==> src/rtl/ctrl_pkg.sv <==
// Shared constants and types for the 8-bit CPU microcode sequencer.
// Control-bit indices, opcodes, T-state limits and the control-word type.
package ctrl_pkg;

    localparam int unsigned CW_W   = 16;
    localparam int unsigned OP_W   = 4;
    localparam int unsigned STEP_W = 3;

    typedef logic [CW_W-1:0] ctrl_word_t;

    // Control-word bit positions, MSB first
    localparam int unsigned HLT_BIT = 15;
    localparam int unsigned MI_BIT  = 14;
    localparam int unsigned RI_BIT  = 13;
    localparam int unsigned RO_BIT  = 12;
    localparam int unsigned IO_BIT  = 11;
    localparam int unsigned II_BIT  = 10;
    localparam int unsigned AI_BIT  = 9;
    localparam int unsigned AO_BIT  = 8;
    localparam int unsigned EO_BIT  = 7;
    localparam int unsigned SU_BIT  = 6;
    localparam int unsigned BI_BIT  = 5;
    localparam int unsigned OI_BIT  = 4;
    localparam int unsigned CE_BIT  = 3;
    localparam int unsigned CO_BIT  = 2;
    localparam int unsigned J_BIT   = 1;
    localparam int unsigned FI_BIT  = 0;

    localparam ctrl_word_t CW_HLT = ctrl_word_t'(1) << HLT_BIT;
    localparam ctrl_word_t CW_MI  = ctrl_word_t'(1) << MI_BIT;
    localparam ctrl_word_t CW_RI  = ctrl_word_t'(1) << RI_BIT;
    localparam ctrl_word_t CW_RO  = ctrl_word_t'(1) << RO_BIT;
    localparam ctrl_word_t CW_IO  = ctrl_word_t'(1) << IO_BIT;
    localparam ctrl_word_t CW_II  = ctrl_word_t'(1) << II_BIT;
    localparam ctrl_word_t CW_AI  = ctrl_word_t'(1) << AI_BIT;
    localparam ctrl_word_t CW_AO  = ctrl_word_t'(1) << AO_BIT;
    localparam ctrl_word_t CW_EO  = ctrl_word_t'(1) << EO_BIT;
    localparam ctrl_word_t CW_SU  = ctrl_word_t'(1) << SU_BIT;
    localparam ctrl_word_t CW_BI  = ctrl_word_t'(1) << BI_BIT;
    localparam ctrl_word_t CW_OI  = ctrl_word_t'(1) << OI_BIT;
    localparam ctrl_word_t CW_CE  = ctrl_word_t'(1) << CE_BIT;
    localparam ctrl_word_t CW_CO  = ctrl_word_t'(1) << CO_BIT;
    localparam ctrl_word_t CW_J   = ctrl_word_t'(1) << J_BIT;
    localparam ctrl_word_t CW_FI  = ctrl_word_t'(1) << FI_BIT;

    localparam logic [OP_W-1:0] OP_NOP = 4'h0;
    localparam logic [OP_W-1:0] OP_LDA = 4'h1;
    localparam logic [OP_W-1:0] OP_ADD = 4'h2;
    localparam logic [OP_W-1:0] OP_SUB = 4'h3;
    localparam logic [OP_W-1:0] OP_STA = 4'h4;
    localparam logic [OP_W-1:0] OP_LDI = 4'h5;
    localparam logic [OP_W-1:0] OP_JMP = 4'h6;
    localparam logic [OP_W-1:0] OP_JC  = 4'h7;
    localparam logic [OP_W-1:0] OP_JZ  = 4'h8;
    localparam logic [OP_W-1:0] OP_OUT = 4'hE;
    localparam logic [OP_W-1:0] OP_HLT = 4'hF;

    localparam logic [STEP_W-1:0] STEP_FETCH  = 3'd0;
    localparam logic [STEP_W-1:0] STEP_DECODE = 3'd1;
    localparam logic [STEP_W-1:0] STEP_EXEC   = 3'd2;
    localparam logic [STEP_W-1:0] STEP_EXEC2  = 3'd3;
    localparam logic [STEP_W-1:0] STEP_LAST   = 3'd4;

endpackage

==> src/rtl/microcode_rom.sv <==
// Combinational microcode ROM: (T-state, opcode, flags) -> 16-bit control word.
module microcode_rom
    import ctrl_pkg::*;
(
    input  logic [STEP_W-1:0] step,
    input  logic [OP_W-1:0]   opcode,
    input  logic              flag_c,
    input  logic              flag_z,
    output ctrl_word_t        word_c
);

    ctrl_word_t exec2_c;
    ctrl_word_t exec3_c;
    ctrl_word_t exec4_c;

    // Per-opcode execute words for T2/T3/T4; unlisted opcodes stay all-zero
    always_comb begin
        exec2_c = '0;
        exec3_c = '0;
        exec4_c = '0;
        case (opcode)
            OP_LDA: begin
                exec2_c = CW_MI | CW_IO;
                exec3_c = CW_RO | CW_AI;
            end
            OP_ADD: begin
                exec2_c = CW_MI | CW_IO;
                exec3_c = CW_RO | CW_BI;
                exec4_c = CW_AI | CW_EO | CW_FI;
            end
            OP_SUB: begin
                exec2_c = CW_MI | CW_IO;
                exec3_c = CW_RO | CW_BI;
                exec4_c = CW_AI | CW_EO | CW_SU | CW_FI;
            end
            OP_STA: begin
                exec2_c = CW_MI | CW_IO;
                exec3_c = CW_RI | CW_AO;
            end
            OP_LDI: exec2_c = CW_IO | CW_AI;
            OP_JMP: exec2_c = CW_IO | CW_J;
            OP_JC:  exec2_c = flag_c ? (CW_IO | CW_J) : '0;
            OP_JZ:  exec2_c = flag_z ? (CW_IO | CW_J) : '0;
            OP_OUT: exec2_c = CW_AO | CW_OI;
            OP_HLT: exec2_c = CW_HLT;
            default: ;
        endcase
    end

    always_comb begin
        word_c = '0;
        case (step)
            STEP_FETCH:  word_c = CW_MI | CW_CO;
            STEP_DECODE: word_c = CW_RO | CW_II | CW_CE;
            STEP_EXEC:   word_c = exec2_c;
            STEP_EXEC2:  word_c = exec3_c;
            STEP_LAST:   word_c = exec4_c;
            default:     word_c = '0;
        endcase
    end

endmodule

==> src/rtl/control_sequencer.sv <==
// Microcode sequencer: T-state counter, registered control word, halt/run
// and instruction-done pulse for the 8-bit breadboard CPU.
module control_sequencer
    import ctrl_pkg::*;
(
    input  logic              system_clock,
    input  logic              clr_n,
    input  logic              tick,
    input  logic [OP_W-1:0]   opcode,
    input  logic              flag_c,
    input  logic              flag_z,
    output logic [CW_W-1:0]   ctrl_word,
    output logic [STEP_W-1:0] step,
    output logic              instr_done,
    output logic              run
);

    logic [STEP_W-1:0] step_q, step_d;
    ctrl_word_t        ctrl_word_q, ctrl_word_d;
    logic              instr_done_q, instr_done_d;
    logic              run_q, run_d;
    logic              halted_q, halted_d;
    logic              guard_q, guard_d;
    ctrl_word_t        rom_word_c;
    logic              accept_c;

    microcode_rom u_rom (
        .step   (step_q),
        .opcode (opcode),
        .flag_c (flag_c),
        .flag_z (flag_z),
        .word_c (rom_word_c)
    );

    // Guard drops a tick landing before ctrl_word has caught up with step
    assign accept_c = tick & ~guard_q & ~halted_q;

    always_comb begin
        step_d       = step_q;
        ctrl_word_d  = rom_word_c;
        instr_done_d = 1'b0;
        halted_d     = halted_q;
        guard_d      = accept_c;
        if (accept_c) begin
            if (ctrl_word_q[HLT_BIT]) begin
                halted_d = 1'b1;
            end else if ((step_q == STEP_LAST) ||
                         ((step_q >= STEP_EXEC) && (ctrl_word_q == '0))) begin
                step_d       = STEP_FETCH;
                instr_done_d = 1'b1;
            end else begin
                step_d = step_q + STEP_W'(1);
            end
        end
        run_d = ~halted_d;
    end

    always_ff @(posedge system_clock or negedge clr_n) begin
        if (!clr_n) begin
            step_q       <= STEP_FETCH;
            ctrl_word_q  <= '0;
            instr_done_q <= 1'b0;
            run_q        <= 1'b1;
            halted_q     <= 1'b0;
            guard_q      <= 1'b0;
        end else begin
            step_q       <= step_d;
            ctrl_word_q  <= ctrl_word_d;
            instr_done_q <= instr_done_d;
            run_q        <= run_d;
            halted_q     <= halted_d;
            guard_q      <= guard_d;
        end
    end

    assign ctrl_word  = ctrl_word_q;
    assign step       = step_q;
    assign instr_done = instr_done_q;
    assign run        = run_q;

endmodule

==> config.mk <==
export PLATFORM = sky130hd
export DESIGN_NAME = control_sequencer
export DESIGN_NICKNAME = d
export VERILOG_FILES = /design/src/rtl/ctrl_pkg.sv /design/src/rtl/microcode_rom.sv /design/src/rtl/control_sequencer.sv
export SDC_FILE = /design/constraint.sdc
export NUM_CORES = 1
export LEC_CHECK = 0
export CAP_MARGIN = 20
export CORE_MARGIN = 1
export CORE_UTILIZATION = 48
export DETAILED_ROUTE_END_ITERATION = 10
export GPL_ROUTABILITY_DRIVEN = 0
export HOLD_SLACK_MARGIN = 0.12
export PLACE_DENSITY = 0.93
export REMOVE_ABC_BUFFERS = 1
export SYNTH_ARGS = -nofsm -noshare
export SYNTH_HDL_FRONTEND = slang
export SYNTH_SLANG_ARGS = --single-unit
==> constraint.sdc <==
create_clock -name system_clock -period 2.5 [get_ports system_clock]
set_input_delay 0.5 -clock system_clock [delete_from_list [all_inputs] [get_ports system_clock]]
set_output_delay 0.5 -clock system_clock [all_outputs]
set_load 0.03 [all_outputs]
==> qor.log <==
qor: hold_path.holdCritPathClass reg -> reg
qor: floorplanning.die_y 47.1 um
qor: drt.detail_route.wl_per_cell 14.1 um
qor: cells_and_area.layoutNonFillerInstCount 149
qor: logic_synthesis.ys_seq_area_share 53.9%
qor: sta.timing.final.max_slew_violations 0
qor: cts.cts-hold-fix-buffers 0
qor: floorplanning.placeableCoreArea 1820 um^2
qor: grt.grt_pass1_wl 3380 um
qor: cells_and_area.sequential_area 527 um^2
qor: drt.vias 802
qor: cells_and_area.filler_cell_count 143
qor: critical_path.worst_setup_path_startpoint step[2]
qor: drt.drt_iter0_drc 28
qor: power_and_ir_drop.leakage 0.638 nW
qor: sta.grt_setup_unrepaired no
qor: cts.tritoncts_num_sinks 21
qor: placed_design.placed_cells_incl_taps 145
qor: power_and_ir_drop.p_per_area 1030 nW/um^2
qor: sta.skew 3.77 ps
qor: cts.clk_path_buf_depth 2
qor: drt.wl 2100 um
qor: power_and_ir_drop.power.switching_fraction 42.3%
qor: cts.cts_setup_buffers 0
qor: logic_synthesis.synthesized_netlist_cell_count 93
qor: cts.ctsHtreeMaxLevel 1
qor: grt.grt_use_total 22.6%
qor: critical_path.cp-endpoint step[2]
qor: floorplanning.initial_core_util 53.7%
qor: sta.max_clock_freq 491 MHz
qor: grt.pin_count_of_the_biggest_net_entering_global_routing 22
qor: run_status.run_status completed
qor: grt.antenna_violations_before_repair 0
qor: critical_path.slowest_delay 730 ps
qor: sta.worst_relative_slew_slack 78.4%
qor: critical_path.critPathTopFamily buffers and inverters
qor: logic_synthesis.synthTopCellsByArea sky130_fd_sc_hd__dfrtp_1 (51%), sky130_fd_sc_hd__ha_1 (6.4%), sky130_fd_sc_hd__nand2_1 (4.2%), sky130_fd_sc_hd__inv_1 (3.5%), sky130_fd_sc_hd__nor3_1 (3.1%)
qor: grt.vias_in_the_first_global_route 747
qor: floorplanning.design.die.area 2220 um^2
qor: critical_path.timing.reg2reg.worst_path_depth 6
qor: critical_path.cp-start-kind flop
qor: cells_and_area.multi_input_comb_area 398 um^2
qor: cells_and_area.finish.utilization 72.2%
qor: critical_path.timing.critical_path.depth 1
qor: drt.drt_drc_violations_left 0
qor: logic_synthesis.synth.avg_cell_area 10.5 um^2
qor: critical_path.critical-path-slowest-cell sky130_fd_sc_hd__clkdlybuf4s50_1
qor: drt.final_antenna_net_count 0
qor: critical_path.timing_worst_setup_path_type reg -> out
qor: logic_synthesis.mappedNetlistArea 977 um^2
qor: sta.hold_slack 473 ps
qor: critical_path.data_required_critical_path 2000 ps
qor: critical_path.top_fanout_value_on_the_critical_path 8
qor: logic_synthesis.synth_top_cell_by_area sky130_fd_sc_hd__dfrtp_1
qor: critical_path.endpoint_kind output pin
qor: logic_synthesis.yosysWarnings 0
qor: critical_path.setup.reg_to_reg.worst_slack 710 ps
qor: sta.report.final.hold_viol_count 0
qor: cells_and_area.area_delta_synth_final 34.6%
qor: power_and_ir_drop.max-vdd-ir-drop 0.000559 V
qor: logic_synthesis.post-synth-top-area-fraction 51.2%
qor: cells_and_area.diodes 0
qor: cts.tritoncts_clock_tree built
qor: power_and_ir_drop.internal_power 0.782 mW
qor: sta.finalCritPeriodShare 81.4%
qor: logic_synthesis.ys_ff_latch 21
qor: placed_design.detail_placement_hpwl 1720 um
qor: drt.drt-vias-per-instance 5.38
qor: sta.worstMarginPinSlew 323 ps
qor: power_and_ir_drop.combPwrFrac 51.4%
qor: critical_path.cp.buffers_inverters 1
qor: drt.detailedRoute.firstPassIterationCount 4
qor: cts.cts_made_buffers 3
qor: sta.report.final.setup_viol 0
qor: floorplanning.die_boundary_width 47.1 um
qor: cts.cts_repair_resize_count 0
qor: critical_path.timing.critical_path.arrival 1540 ps
qor: job.max_cap_viol_count 0
qor: sta.setup_total_negative_slack 0 ps
qor: floorplanning.placementRows 15
qor: grt.gr-total-overflow 0
qor: critical_path.crit_path_cell_trace clkdlybuf4s50_1
qor: floorplanning.num_io_pins 30
qor: cts.clk_transition_reported_paths 110 ps
qor: cells_and_area.nNetsFinal 139
qor: cts.clk_latency 290 ps
qor: critical_path.timing.rr.start step[1]
qor: placed_design.placement.io_buffers 29
qor: sta.time_the_final_worst_path_needs_with_i_o_delays_and_setup 2040 ps
qor: cts.clock_root_buffer sky130_fd_sc_hd__clkbuf_4
qor: critical_path.rr_endpoint ctrl_word[8]
qor: logic_synthesis.yosysUniqueCellTypes 27
qor: power_and_ir_drop.power_switching 0.574 mW
qor: power_and_ir_drop.clkPwrFrac 11.4%
qor: cells_and_area.drive_gt1_share 8.06%
qor: power_and_ir_drop.seq_power_share 37.2%
area by class of cell:
| type | count | share of cell area [%] |
|---|---|---|
| Multi-Input combinational cell | 60 | 30.3 |
| Timing Repair Buffer | 30 | 22.6 |
| Clock inverter | 1 | 0.381 |
| Clock buffer | 3 | 1.71 |
| Tap cell | 25 | 2.38 |
| Inverter | 9 | 2.57 |
| Sequential cell | 21 | 40.1 |
metal layers:
| metal | vias up | track usage, % | routed length [um] |
|---|---|---|---|
| li1 | 384 | - | - |
| met1 | 378 | 26.2 | 849 |
| met2 | 36 | 41.1 | 1130 |
| met3 | 4 | 2.69 | 83 |
| met4 | 0 | 10.9 | 30 |
| met5 | - | 0 | 0 |
power groups by stage:
stage	registers (mW)	logic (mW)	clock network [mW]
after floorplan	0.653	0.282	0
after CTS	0.506	0.702	0.163
after global placement	0.501	0.678	0
final	0.505	0.698	0.154
after detailed placement	0.514	0.696	0
after global routing	0.516	0.755	0.172
cells in the mapped netlist, drive strengths merged:
| library cell | number |
|---|---|
| nor2b | 4 |
| nor2 | 5 |
| nand2 | 11 |
| or3 | 2 |
| inv | 9 |
| a21o | 2 |
| o211a | 1 |
| or2 | 1 |
| nor4 | 1 |
| or4 | 3 |
| o21ai | 5 |
| ha | 5 |
| a41o | 2 |
| a221o | 1 |
| clkbuf | 1 |
| dfstp | 1 |
| buf | 2 |
| nor3 | 6 |
| xnor2 | 1 |
| a21oi | 5 |
| nand2b | 2 |
| dfrtp | 20 |
| and4 | 1 |
| nand3 | 1 |
| a2111oi | 1 |
per-stage QoR:
stage | power [mW] | cell area (um^2) | setup WS (ps)
after floorplan | 0.935 | 958 | 660
after global placement | 1.18 | 1290 | 552
after detailed placement | 1.21 | 1290 | 470
after CTS | 1.37 | 1320 | 448
after global routing | 1.44 | 1320 | 407
final | 1.36 | 1320 | 464
flip-flops by register name, summed over array words and instances, names as in the netlist:
name	flops
ctrl_word	14
step	3
guard_q	1
halted_q	1
instr_done	1
run	1
how the worst min path moves through the flow:
stage	startpoint	slack, ps	endpoint	depth (start not counted)
floorplan	clr_n	200	ctrl_word[10]	0
global placement	halted_q	440	guard_q	1
detailed placement	halted_q	460	guard_q	1
CTS	halted_q	480	guard_q	1
global route	halted_q	510	guard_q	1
finish	halted_q	470	guard_q	1
placed cells by master (no fill, tap or decap), drive strengths merged, types with 2 or more instances in the layout:
cell / synthesis / final
clkdlybuf4s50: 0 / 29
dfrtp: 20 / 20
nand2: 11 / 11
inv: 9 / 9
nor3: 6 / 6
a21oi: 5 / 5
nor2: 5 / 5
ha: 5 / 5
o21ai: 5 / 5
nor2b: 4 / 4
clkbuf: 1 / 3
or4: 3 / 3
or3: 2 / 2
nand2b: 2 / 2
a21o: 2 / 2
a41o: 2 / 2
kinds of logic after synthesis:
logic type / Yosys count / synth area share, %
buf+inv: 12 / 5.38
flops: 21 / 53.9
simple gates: 37 / 19.7
fa+ha+maj: 5 / 6.40
xor+xnor: 1 / 0.896
compound gates: 17 / 13.7
No activity file was read; power rests on OpenSTA's default activity.
